### src/rtl/hazard_pkg.sv
// Shared constants for the hazard skid register: state encoding and the default bubble word.
package hazard_pkg;

  typedef enum logic [1:0] {
    ST_EMPTY = 2'b00,
    ST_ONE   = 2'b01,
    ST_TWO   = 2'b11
  } skid_state_t;

  localparam logic [31:0] NOP_WORD = 32'h0000_0000;

endpackage

### src/rtl/hazard_stat_ctr.sv
// Saturating statistics counter: counts inc cycles, sticks at all-ones, cleared only by clr_n.
module hazard_stat_ctr #(
  parameter int STATW = 16
) (
  input  logic             clk,
  input  logic             clr_n,
  input  logic             inc,
  output logic [STATW-1:0] cnt
);

  always_ff @(posedge clk) begin
    if (!clr_n) begin
      cnt <= '0;
    end else if (inc && (cnt != '1)) begin
      cnt <= cnt + STATW'(1);
    end
  end

endmodule

### src/rtl/hazard_skid_reg.sv
// Two-entry valid/ready skid register with flush-to-bubble between pipeline stages.
// Define HAZ_STAT_EN to add the stall/flush statistics counters and their ports.
module hazard_skid_reg
  import hazard_pkg::*;
#(
  parameter int                   DATAWIDTH = 32,
  parameter logic [DATAWIDTH-1:0] BUBBLE    = DATAWIDTH'(NOP_WORD),
  parameter int                   STATW     = 16
) (
  input  logic                 clk,
  input  logic                 clr_n,
  input  logic                 flush,
  input  logic                 in_valid,
  output logic                 in_ready,
  input  logic [DATAWIDTH-1:0] in_data,
  output logic                 out_valid,
  input  logic                 out_ready,
  output logic [DATAWIDTH-1:0] out_data
`ifdef HAZ_STAT_EN
  ,
  output logic [STATW-1:0]     stat_stall_cnt,
  output logic [STATW-1:0]     stat_flush_cnt
`endif
);

  if (DATAWIDTH < 1 || STATW < 1) begin : g_param_chk
    $error("hazard_skid_reg: DATAWIDTH and STATW must be positive");
  end

  skid_state_t          state;
  logic [DATAWIDTH-1:0] main_slot;
  logic [DATAWIDTH-1:0] skid_slot;
  logic                 in_fire;
  logic                 out_fire;

  assign in_fire  = in_valid & in_ready;
  assign out_fire = out_valid & out_ready;
  assign out_data = main_slot;

  // in_ready and out_valid are their own flops so neither port sees a combinational path.
  always_ff @(posedge clk) begin
    if (!clr_n || flush) begin
      state     <= ST_EMPTY;
      in_ready  <= 1'b1;
      out_valid <= 1'b0;
      main_slot <= BUBBLE;
      skid_slot <= BUBBLE;
    end else begin
      unique case (state)
        ST_EMPTY: begin
          if (in_fire) begin
            state     <= ST_ONE;
            out_valid <= 1'b1;
            main_slot <= in_data;
          end
        end
        ST_ONE: begin
          if (in_fire && out_fire) begin
            main_slot <= in_data;
          end else if (in_fire) begin
            state     <= ST_TWO;
            in_ready  <= 1'b0;
            skid_slot <= in_data;
          end else if (out_fire) begin
            state     <= ST_EMPTY;
            out_valid <= 1'b0;
            main_slot <= BUBBLE;
          end
        end
        ST_TWO: begin
          if (out_fire) begin
            state     <= ST_ONE;
            in_ready  <= 1'b1;
            main_slot <= skid_slot;
            skid_slot <= BUBBLE;
          end
        end
        default: begin
          state     <= ST_EMPTY;
          in_ready  <= 1'b1;
          out_valid <= 1'b0;
          main_slot <= BUBBLE;
          skid_slot <= BUBBLE;
        end
      endcase
    end
  end

`ifdef HAZ_STAT_EN
  logic stall_inc;
  logic flush_inc;

  // A flush cycle is not a stall; a flush of an empty stage discards nothing.
  assign stall_inc = out_valid & ~out_ready & ~flush;
  assign flush_inc = flush & (state != ST_EMPTY);

  hazard_stat_ctr #(.STATW(STATW)) u_stall_ctr (
    .clk   (clk),
    .clr_n (clr_n),
    .inc   (stall_inc),
    .cnt   (stat_stall_cnt)
  );

  hazard_stat_ctr #(.STATW(STATW)) u_flush_ctr (
    .clk   (clk),
    .clr_n (clr_n),
    .inc   (flush_inc),
    .cnt   (stat_flush_cnt)
  );
`endif

endmodule

### config.mk
export PLATFORM = sky130hd
export DESIGN_NAME = hazard_skid_reg
export DESIGN_NICKNAME = d
export VERILOG_FILES = /design/src/rtl/hazard_pkg.sv /design/src/rtl/hazard_stat_ctr.sv /design/src/rtl/hazard_skid_reg.sv
export SDC_FILE = /design/constraint.sdc
export NUM_CORES = 1
export LEC_CHECK = 0
export CAP_MARGIN = 25
export CORE_UTILIZATION = 56
export DETAILED_ROUTE_END_ITERATION = 7
export DONT_BUFFER_PORTS = 1
export PLACE_DENSITY = 0.71
export SYNTH_ARGS = -nofsm -noshare
export SYNTH_HDL_FRONTEND = slang
export SYNTH_SLANG_ARGS = --single-unit
### constraint.sdc
create_clock -name clk -period 1.6 [get_ports clk]
set_input_delay 0.32 -clock clk [delete_from_list [all_inputs] [get_ports clk]]
set_output_delay 0.32 -clock clk [all_outputs]
set_load 0.005 [all_outputs]
=== Word-level counts from Yosys, hierarchy flattened ===
Cells that the tools add are included.

* Equal/unequal tests: 11
* Multiplexer cells: 23
* Bitwise gates (word level): 4
* Reduce and logical (&&, ||, !) cells: 8

{| class="wikitable"
|+ Operator list
! operator !! count
|-
| $mux 32 || 6
|-
| $pmux 32 s3 || 2
|-
| $ne 2x2->1 const B || 6
|-
| $reduce_and 4->1 || 3
|-
| $mux 2 || 5
|-
| $ne 3x3->1 const B || 3
|-
| $mux 1 || 7
|-
| $pmux 1 s3 || 2
|-
| $pmux 2 s3 || 1
|-
| $reduce_and 5->1 || 1
|-
| $and 1x1->1 || 2
|-
| $eq 2x1->1 const B || 1
|-
| $eq 2x2->1 const B || 1
|-
| $logic_not 2->1 || 1
|-
| $not 1->1 || 2
|-
| $logic_and 1x1->1 || 1
|-
| $logic_not 1->1 || 1
|-
| $logic_or 1x1->1 || 1
|}

* Flip-flop bits (word level): 68
* Output and inout port bits: 34
* Logic and storage cells: 51

=== Logic depth before layout (Yosys ltp) ===
Gate-level depths: netlist (run 1).

* Word-level depth: 5
* Mapped depth: 7
* Mapped depth without buffers: 6

=== Worst setup path after synthesis (run 1) ===
No wires, ideal clock.

* Path kind: register -> register
* From: register state[0]
* To: register main_slot[23], in the netlist out_data[23]
* Data arrival time: 1564 ps
* Slack: -87 ps
* Stages on the path, launching flop included: 8
* Path buffers: 2
* Period minus slack after synthesis: 1687 ps
* Cell sequence: dfxtp_1 -> ha_1 -> clkbuf_8 -> a2bb2oi_1 -> a21oi_2 -> nor2_1 -> buf_2 -> a221o_2

* Cells in the longest elaborated chain, start to end: 3
* Elaborated cells on any way between the ends: 9

{| class="wikitable"
|+ Ends and longest elaborated chain
! element !! line !! source
|-
| start, declared || hazard_skid_reg.sv:30 || <nowiki>skid_state_t state;</nowiki>
|-
| start signal, assigned || hazard_skid_reg.sv:43 || <nowiki>state <= ST_EMPTY;</nowiki>
|-
| start signal, assigned || hazard_skid_reg.sv:52 || <nowiki>state <= ST_ONE;</nowiki>
|-
| start signal, assigned || hazard_skid_reg.sv:61 || <nowiki>state <= ST_TWO;</nowiki>
|-
| $eq 2x1->1, or another cell as far along || hazard_skid_reg.sv:49 || <nowiki>unique case (state)</nowiki>
|-
| $ne 3x3->1 (no line) or $ne 2x2->1 (tied branches) || -- ||
|-
| $reduce_and 4->1 (no line) || -- ||
|-
| end signal, assigned || hazard_skid_reg.sv:54 || <nowiki>main_slot <= in_data;</nowiki>
|-
| end signal, assigned || hazard_skid_reg.sv:59 || <nowiki>main_slot <= in_data;</nowiki>
|-
| end signal, assigned || hazard_skid_reg.sv:74 || <nowiki>main_slot <= skid_slot;</nowiki>
|-
| end, declared || hazard_skid_reg.sv:31 || <nowiki>logic [DATAWIDTH-1:0] main_slot;</nowiki>
|}

Parallel ways exist; a longest one is shown, timed or not.
A chain may end at the register's enable or synchronous reset.

=== Worst setup path in the final report (run 1) ===
* From: register state[0]
* To: register skid_slot[2]

* Cells in the longest elaborated chain, start to end: 3
* Elaborated cells on any way between the ends: 9

{| class="wikitable"
|+ Ends and longest elaborated chain
! element !! line !! source
|-
| $eq 2x1->1, or another cell as far along || hazard_skid_reg.sv:49 ||
|-
| $ne 2x2->1 (no line) or $not 1->1 (tied branches) || -- ||
|-
| $reduce_and 4->1 (no line) || -- ||
|-
| end signal, assigned || hazard_skid_reg.sv:63 || <nowiki>skid_slot <= in_data;</nowiki>
|-
| end, declared || hazard_skid_reg.sv:32 || <nowiki>logic [DATAWIDTH-1:0] skid_slot;</nowiki>
|}

Parallel ways exist; a longest one is shown, timed or not.

==> impl_metrics.yaml, run 1 <==
status:
  outcome: "complete, but fails checks"
  violations: "setup timing"
detailed_routing:
  wl_mm: 7.97
  via_per_inst: 6.59
  avgRoutedWirePerCell_um: 20.1
  vias: 2615
  first_iter_violations: 215
  firstDrtPassIters: 4
  route.antenna.remaining_nets: 0
  drc: 0
worst_setup_path:
  path_cells: "inv_4 > ha_4 > buf_6 > a21o_1 > buf_4 > o21ai_0 > a21oi_1"
  critPathKind: "reg2reg"
  start_kind: "flip-flop"
  required_ns: 1.82
  crit_path_max_incr_delay_ns: 0.40
  rr_startpoint: "state[0]"
  cp.arrival_ns: 1.89
  crit_slowest_cell: "dfxtp_4"
  worst_setup_path_end_kind: "flip-flop"
  cp-startpoint: "state[0]"
  critPathBufInv: 3
  worst_path_dominant_cell_family: "compound AO/OA/AOI/OAI gates"
  crit_fanout: 11
synth:
  synth-main-ff-cell: "dfxtp_1"
  syn_area_um2: 2910
  ys_types: 35
  ys_warn_count: 0
  synth_cells: 309
  avgSynthCellArea_um2: 9.43
  synth_area_leader_cell: "dfxtp_1"
  ys_ff_latch: 68
  async_flop_share_pct: 0
  yosys-top-cells-area: "dfxtp_1 (47%), a221o_1 (10%), a21oi_1 (6.9%)"
  synth_top_cell_area_share_pct: 46.7
  yosysSeqAreaShare_pct: 46.7
  synth-edff-count: 0
  synth_nets: 350
placed_design:
  port_buffers: 0
  routabilityCongestion: 0.906
  dp_hpwl_mm: 4.83
  place_ws_ns: -0.147
sta:
  worst_pin_slew_ns: 0.281
  timing.final.ws_setup_ns: -0.0763
  hold_viol_final: 0
  max_slew_margin_pct: 81.1
  setup-violations-final: 33
  hold_ws_ns: 0.0981
  fmax_mhz: 597
  fin_skew_ns: 0.00724
  period_needed_ns: 1.68
  rsz0062_at_grt: "true"
  finalCritPeriodShare_pct: 105
  slew_violations: 0
grt:
  antenna_found_initial: 0
  grt_pass1_wl_mm: 11.8
  grt_remaining_overflow: 0
  grt_start_max_net_pins: 33
  first_global_vias: 2405
  grtUsageTotal_pct: 28.9
clock_tree:
  clock_latency_ns: 0.34
  clkTransAtPathRegs_ns: 0.08
  cts_tree: "done"
  htreeDepth: 3
  cts_buffers: 9
  numClockSinks: 68
  root_buffer: "clkbuf_8"
  clk_path_buf_depth: 2
layout:
  nets: 366
  final_cell_mix: "dfxtp_1 (64), a21oi_1 (37), o21ai_0 (32), nand4_1 (32), a221o_1 (29)"
  final_common_cell: "dfxtp_1"
  drive_gt1_share_pct: 27.6
  area_growth_pct: 25.6
  antenna_cells: 0
die:
  rows: 25
  num_io_pins: 71
  die_x_um: 74.1
  initial_utilization_pct: 60.1
  die_y_um: 74.1
  coreArea_um2: 4850
  dieArea_um2: 5500
job:
  maxCapViolations: 0
power:
  ir_worst_vdd_uv: 665
  p_leak_uw: 0.00129
  p_per_area_nw_per_um2: 1030
hold_path:
  hp-class: "in2reg"
  worstHoldStart: "flush"
[layer usage]
layer / up-vias / track usage [%] / routed length [µm] / part of all wire (%)
li1: 1215 / - / - / -
met1: 1267 / 36.4 / 3290 / 41
met2: 113 / 46.7 / 3870 / 49
met3: 20 / 5.56 / 622 / 7.8
met4: 0 / 15.6 / 194 / 2.4
met5: - / 0 / 0 / 0
[cells by family (layout without fill, tap and decap cells)]
kind of cell | after synthesis | count (layout) | share of synthesized area (%)
flops | 68 | 68 | 46.7
fa+ha+maj | 4 | 4 | 1.72
buf+inv | 34 | 55 | 5.32
compound gates | 121 | 121 | 27.9
simple gates | 82 | 82 | 18.3
[state kept, by name (all words and copies together), names as in the netlist]
signal     count
out_data      32
skid_slot     32
state          2
in_ready       1
out_valid      1
[metrics by stage]
| step | instances | cell area (µm²) | util [%] | setup TNS (ns) | power (µW) |
|---|---|---|---|---|---|
| 2_1_floorplan | 309 | 2960 | - | -0.195 | 1970 |
| 3_3_place_gp | 374 | 3200 | 65.9 | -3.97 | 2090 |
| 3_5_place_dp | 374 | 3200 | 65.9 | -5.29 | 2090 |
| 4_1_cts | 392 | 3510 | 72.4 | -0.819 | 3730 |
| 5_1_grt | 397 | 3660 | 75.5 | -2.72 | 3880 |
| 6_report | 397 | 3660 | 75.5 | -1.36 | 3780 |
[synthesized netlist by cell type (2+ instances only)]
cell type  count
a22oi_1        3
nor2_1         3
a221o_2        2
and2_2        12
clkbuf_1      13
buf_2         11
ha_1           4
dfxtp_1       68
a221o_1       29
and2_1        20
a21oi_1       40
o21ai_0       40
buf_1          3
clkbuf_2       3
a21oi_2        2
nand4_1       32
inv_1          3
nand3_1        4
[where the power goes]
group | leakage [µW] | switching (µW) | internal (µW) | total [µW]
clock network | 0.000120 | 678 | 968 | 1650
registers | 0.000552 | 32.1 | 1720 | 1760
logic | 0.000620 | 206 | 169 | 375
[worst paths after layout]
check	to	slack, ns	cells past startpoint
worst max register to register	skid_slot[2]	-0.08	7
worst max-delay path	skid_slot[2]	-0.08	7
worst min-delay path	in_ready	0.1	2
worst min register to register	skid_slot[17]	0.47	2
[area by class of cell]
cell class                 count  area [µm²]
clock buffer                  11         151
clock inverter                 5        82.6
fill                         326        1190
inverter                       3        16.3
multi-input combinational    207        1520
sequential                    68        1370
tap                           67        83.8
timing repair buffer          36         437
[what timing repair did]
| item | 4_1_cts | 5_1_grt |
|---|---|---|
| gates resized for setup | 16 | 20 |
| buffers inserted | 2 | 1 |
| pin swaps | 4 | 31 |
| endpoints found under the hold margin | 0 | 0 |
| setup endpoints to repair | 64 | 65 |
| hold buffers | 0 | 0 |
| gates cloned | 0 | 4 |
Power figures use the tool's default switching activity.
==> inputs of run 2 (changes only) <==
--- a/config.mk
+++ b/config.mk
@@ -5,7 +5,7 @@
 export SDC_FILE = /design/constraint.sdc
 export NUM_CORES = 1
 export LEC_CHECK = 0
-export CAP_MARGIN = 25
+export CAP_MARGIN = 5
 export CORE_UTILIZATION = 56
 export DETAILED_ROUTE_END_ITERATION = 7
 export DONT_BUFFER_PORTS = 1
==> results of run 2 <==
The final DEF is identical to that of run 1; final timing and power are the same.
==> inputs of run 3 (changes only) <==
--- a/config.mk
+++ b/config.mk
@@ -6,6 +6,7 @@
 export NUM_CORES = 1
 export LEC_CHECK = 0
 export CAP_MARGIN = 5
+export CORE_ASPECT_RATIO = 1.2
 export CORE_UTILIZATION = 56
 export DETAILED_ROUTE_END_ITERATION = 7
 export DONT_BUFFER_PORTS = 1
==> impl_metrics.yaml, run 3 (synthesis results as in run 1) <==
placed_design:
  dpl_cell_area_um2: 3210
  placedCellCount: 372
  routabilityCongestion: 0.879
  dp_hpwl_mm: 4.80
  port_buffers: 0
status:
  outcome: "complete, but fails checks"
  violations: "setup timing"
power:
  p_per_area_nw_per_um2: 923
  p_leak_uw: 0.00127
  ir_worst_vdd_uv: 605
  total_power_uw: 3340
layout:
  utilization_pct: 72.7
  antenna_cells: 0
  final_common_cell: "dfxtp_1"
  layout.cells.non_filler: 395
  fin_area_um2: 3620
  final_cell_mix: "dfxtp_1 (65), nand4_1 (32), a21oi_1 (31), a221o_1 (29)"
  area_growth_pct: 24.2
  nets: 372
  drive_gt1_share_pct: 31.3
  num-fill-cells: 374
worst_setup_path:
  required_ns: 1.89
  cp.arrival_ns: 1.95
  crit_fanout: 9
  start_kind: "flip-flop"
  worst_setup_path_end_kind: "flip-flop"
  critPathKind: "reg2reg"
  path_cells: "buf_4 > ha_4 > a2111oi_4 > buf_4 > buf_4 > and2_1 > a221o_1"
  cpMostUsedCell: "buf_4"
  critPathBufInv: 3
  crit_path_max_incr_delay_ns: 0.37
  crit_slowest_cell: "dfxtp_4"
  worst_path_dominant_cell_family: "buffers and inverters"
clock_tree:
  numClockSinks: 68
  cts_buffers: 9
  clock_latency_ns: 0.34
  clkTransAtPathRegs_ns: 0.08
  cts_tree: "done"
  htreeDepth: 3
  clk_path_buf_depth: 2
  root_buffer: "clkbuf_8"
  cts_hold_buffers: 0
grt:
  first_global_vias: 2451
  grt_remaining_overflow: 0
  grt_pass1_wl_mm: 11.8
  grt_start_max_net_pins: 36
  grtUsageTotal_pct: 29.1
  antenna_found_initial: 0
sta:
  fin_skew_ns: 0.0105
  slew_violations: 0
  tns_ns: -0.947
  finalCritPeriodShare_pct: 103
  setup-violations-final: 31
  fmax_mhz: 604
  timing.final.ws_setup_ns: -0.0557
  period_needed_ns: 1.66
  hold_viol_final: 0
  max_slew_margin_pct: 71.7
  rsz0062_at_grt: "true"
  worst_pin_slew_ns: 0.421
die:
  dieArea_um2: 5500
  num_io_pins: 71
  rows: 28
  initial_utilization_pct: 58.6
  die_x_um: 67.9
  die_y_um: 81.0
  coreArea_um2: 4970
detailed_routing:
  via_per_inst: 6.56
  firstDrtPassIters: 4
  drc: 0
  first_iter_violations: 239
  wl_mm: 7.90
  avgRoutedWirePerCell_um: 20.0
  vias: 2592
  route.antenna.remaining_nets: 0
job:
  maxCapViolations: 0
hold_path:
  hp-class: "in2reg"
==> run 3: area by class of cell <==
class | count | area (µm²) | share of cell area [%]
clock buffer | 9 | 124 | 3.42
clock inverter | 6 | 42.5 | 1.18
inverter | 3 | 16.3 | 0.450
multi-input combinational | 207 | 1560 | 43.0
sequential | 68 | 1370 | 37.9
tap | 60 | 75.1 | 2.07
timing repair buffer | 42 | 433 | 12.0
==> run 3: final timing paths <==
| path | start | endpoint | slack, ns | cells after the start |
|---|---|---|---|---|
| worst max-delay path | state[1] | out_data[2] | -0.06 | 7 |
| worst min-delay path | in_data[18] | out_data[18] | 0.11 | 1 |
| worst max register to register | state[1] | out_data[2] | -0.06 | 7 |
| worst min register to register | skid_slot[28] | skid_slot[28] | 0.47 | 2 |
==> run 3: what timing repair did <==
action,CTS,global route
buffers inserted,1,3
setup endpoints to repair,64,61
pin swaps,6,31
gates cloned,1,4
gates resized for setup,11,62
==> run 3: report_power, final <==
| part | total (µW) | internal, µW | switching (µW) |
|---|---|---|---|
| Combinational | 358 | 154 | 204 |
| Sequential | 1760 | 1720 | 32.8 |
| Clock | 1220 | 552 | 671 |
==> run 3: routing by layer <==
layer | track usage [%] | vias to the layer above | routed length (µm)
met3 | 8.99 | 12 | 608
met4 | 13.5 | 0 | 144
met5 | 0 | - | 0
met2 | 46.6 | 110 | 3820
li1 | - | 1227 | -
met1 | 35.1 | 1243 | 3330
==> run 3: per-stage QoR <==
stage | setup slack [ns] | hold WS (ns)
after floorplan | -0.00973 | 0.431
after global placement | -0.103 | 0.443
after detailed placement | -0.130 | 0.442
after CTS | -0.0709 | 0.0926
after global routing | -0.117 | 0.0979
final | -0.0557 | 0.107
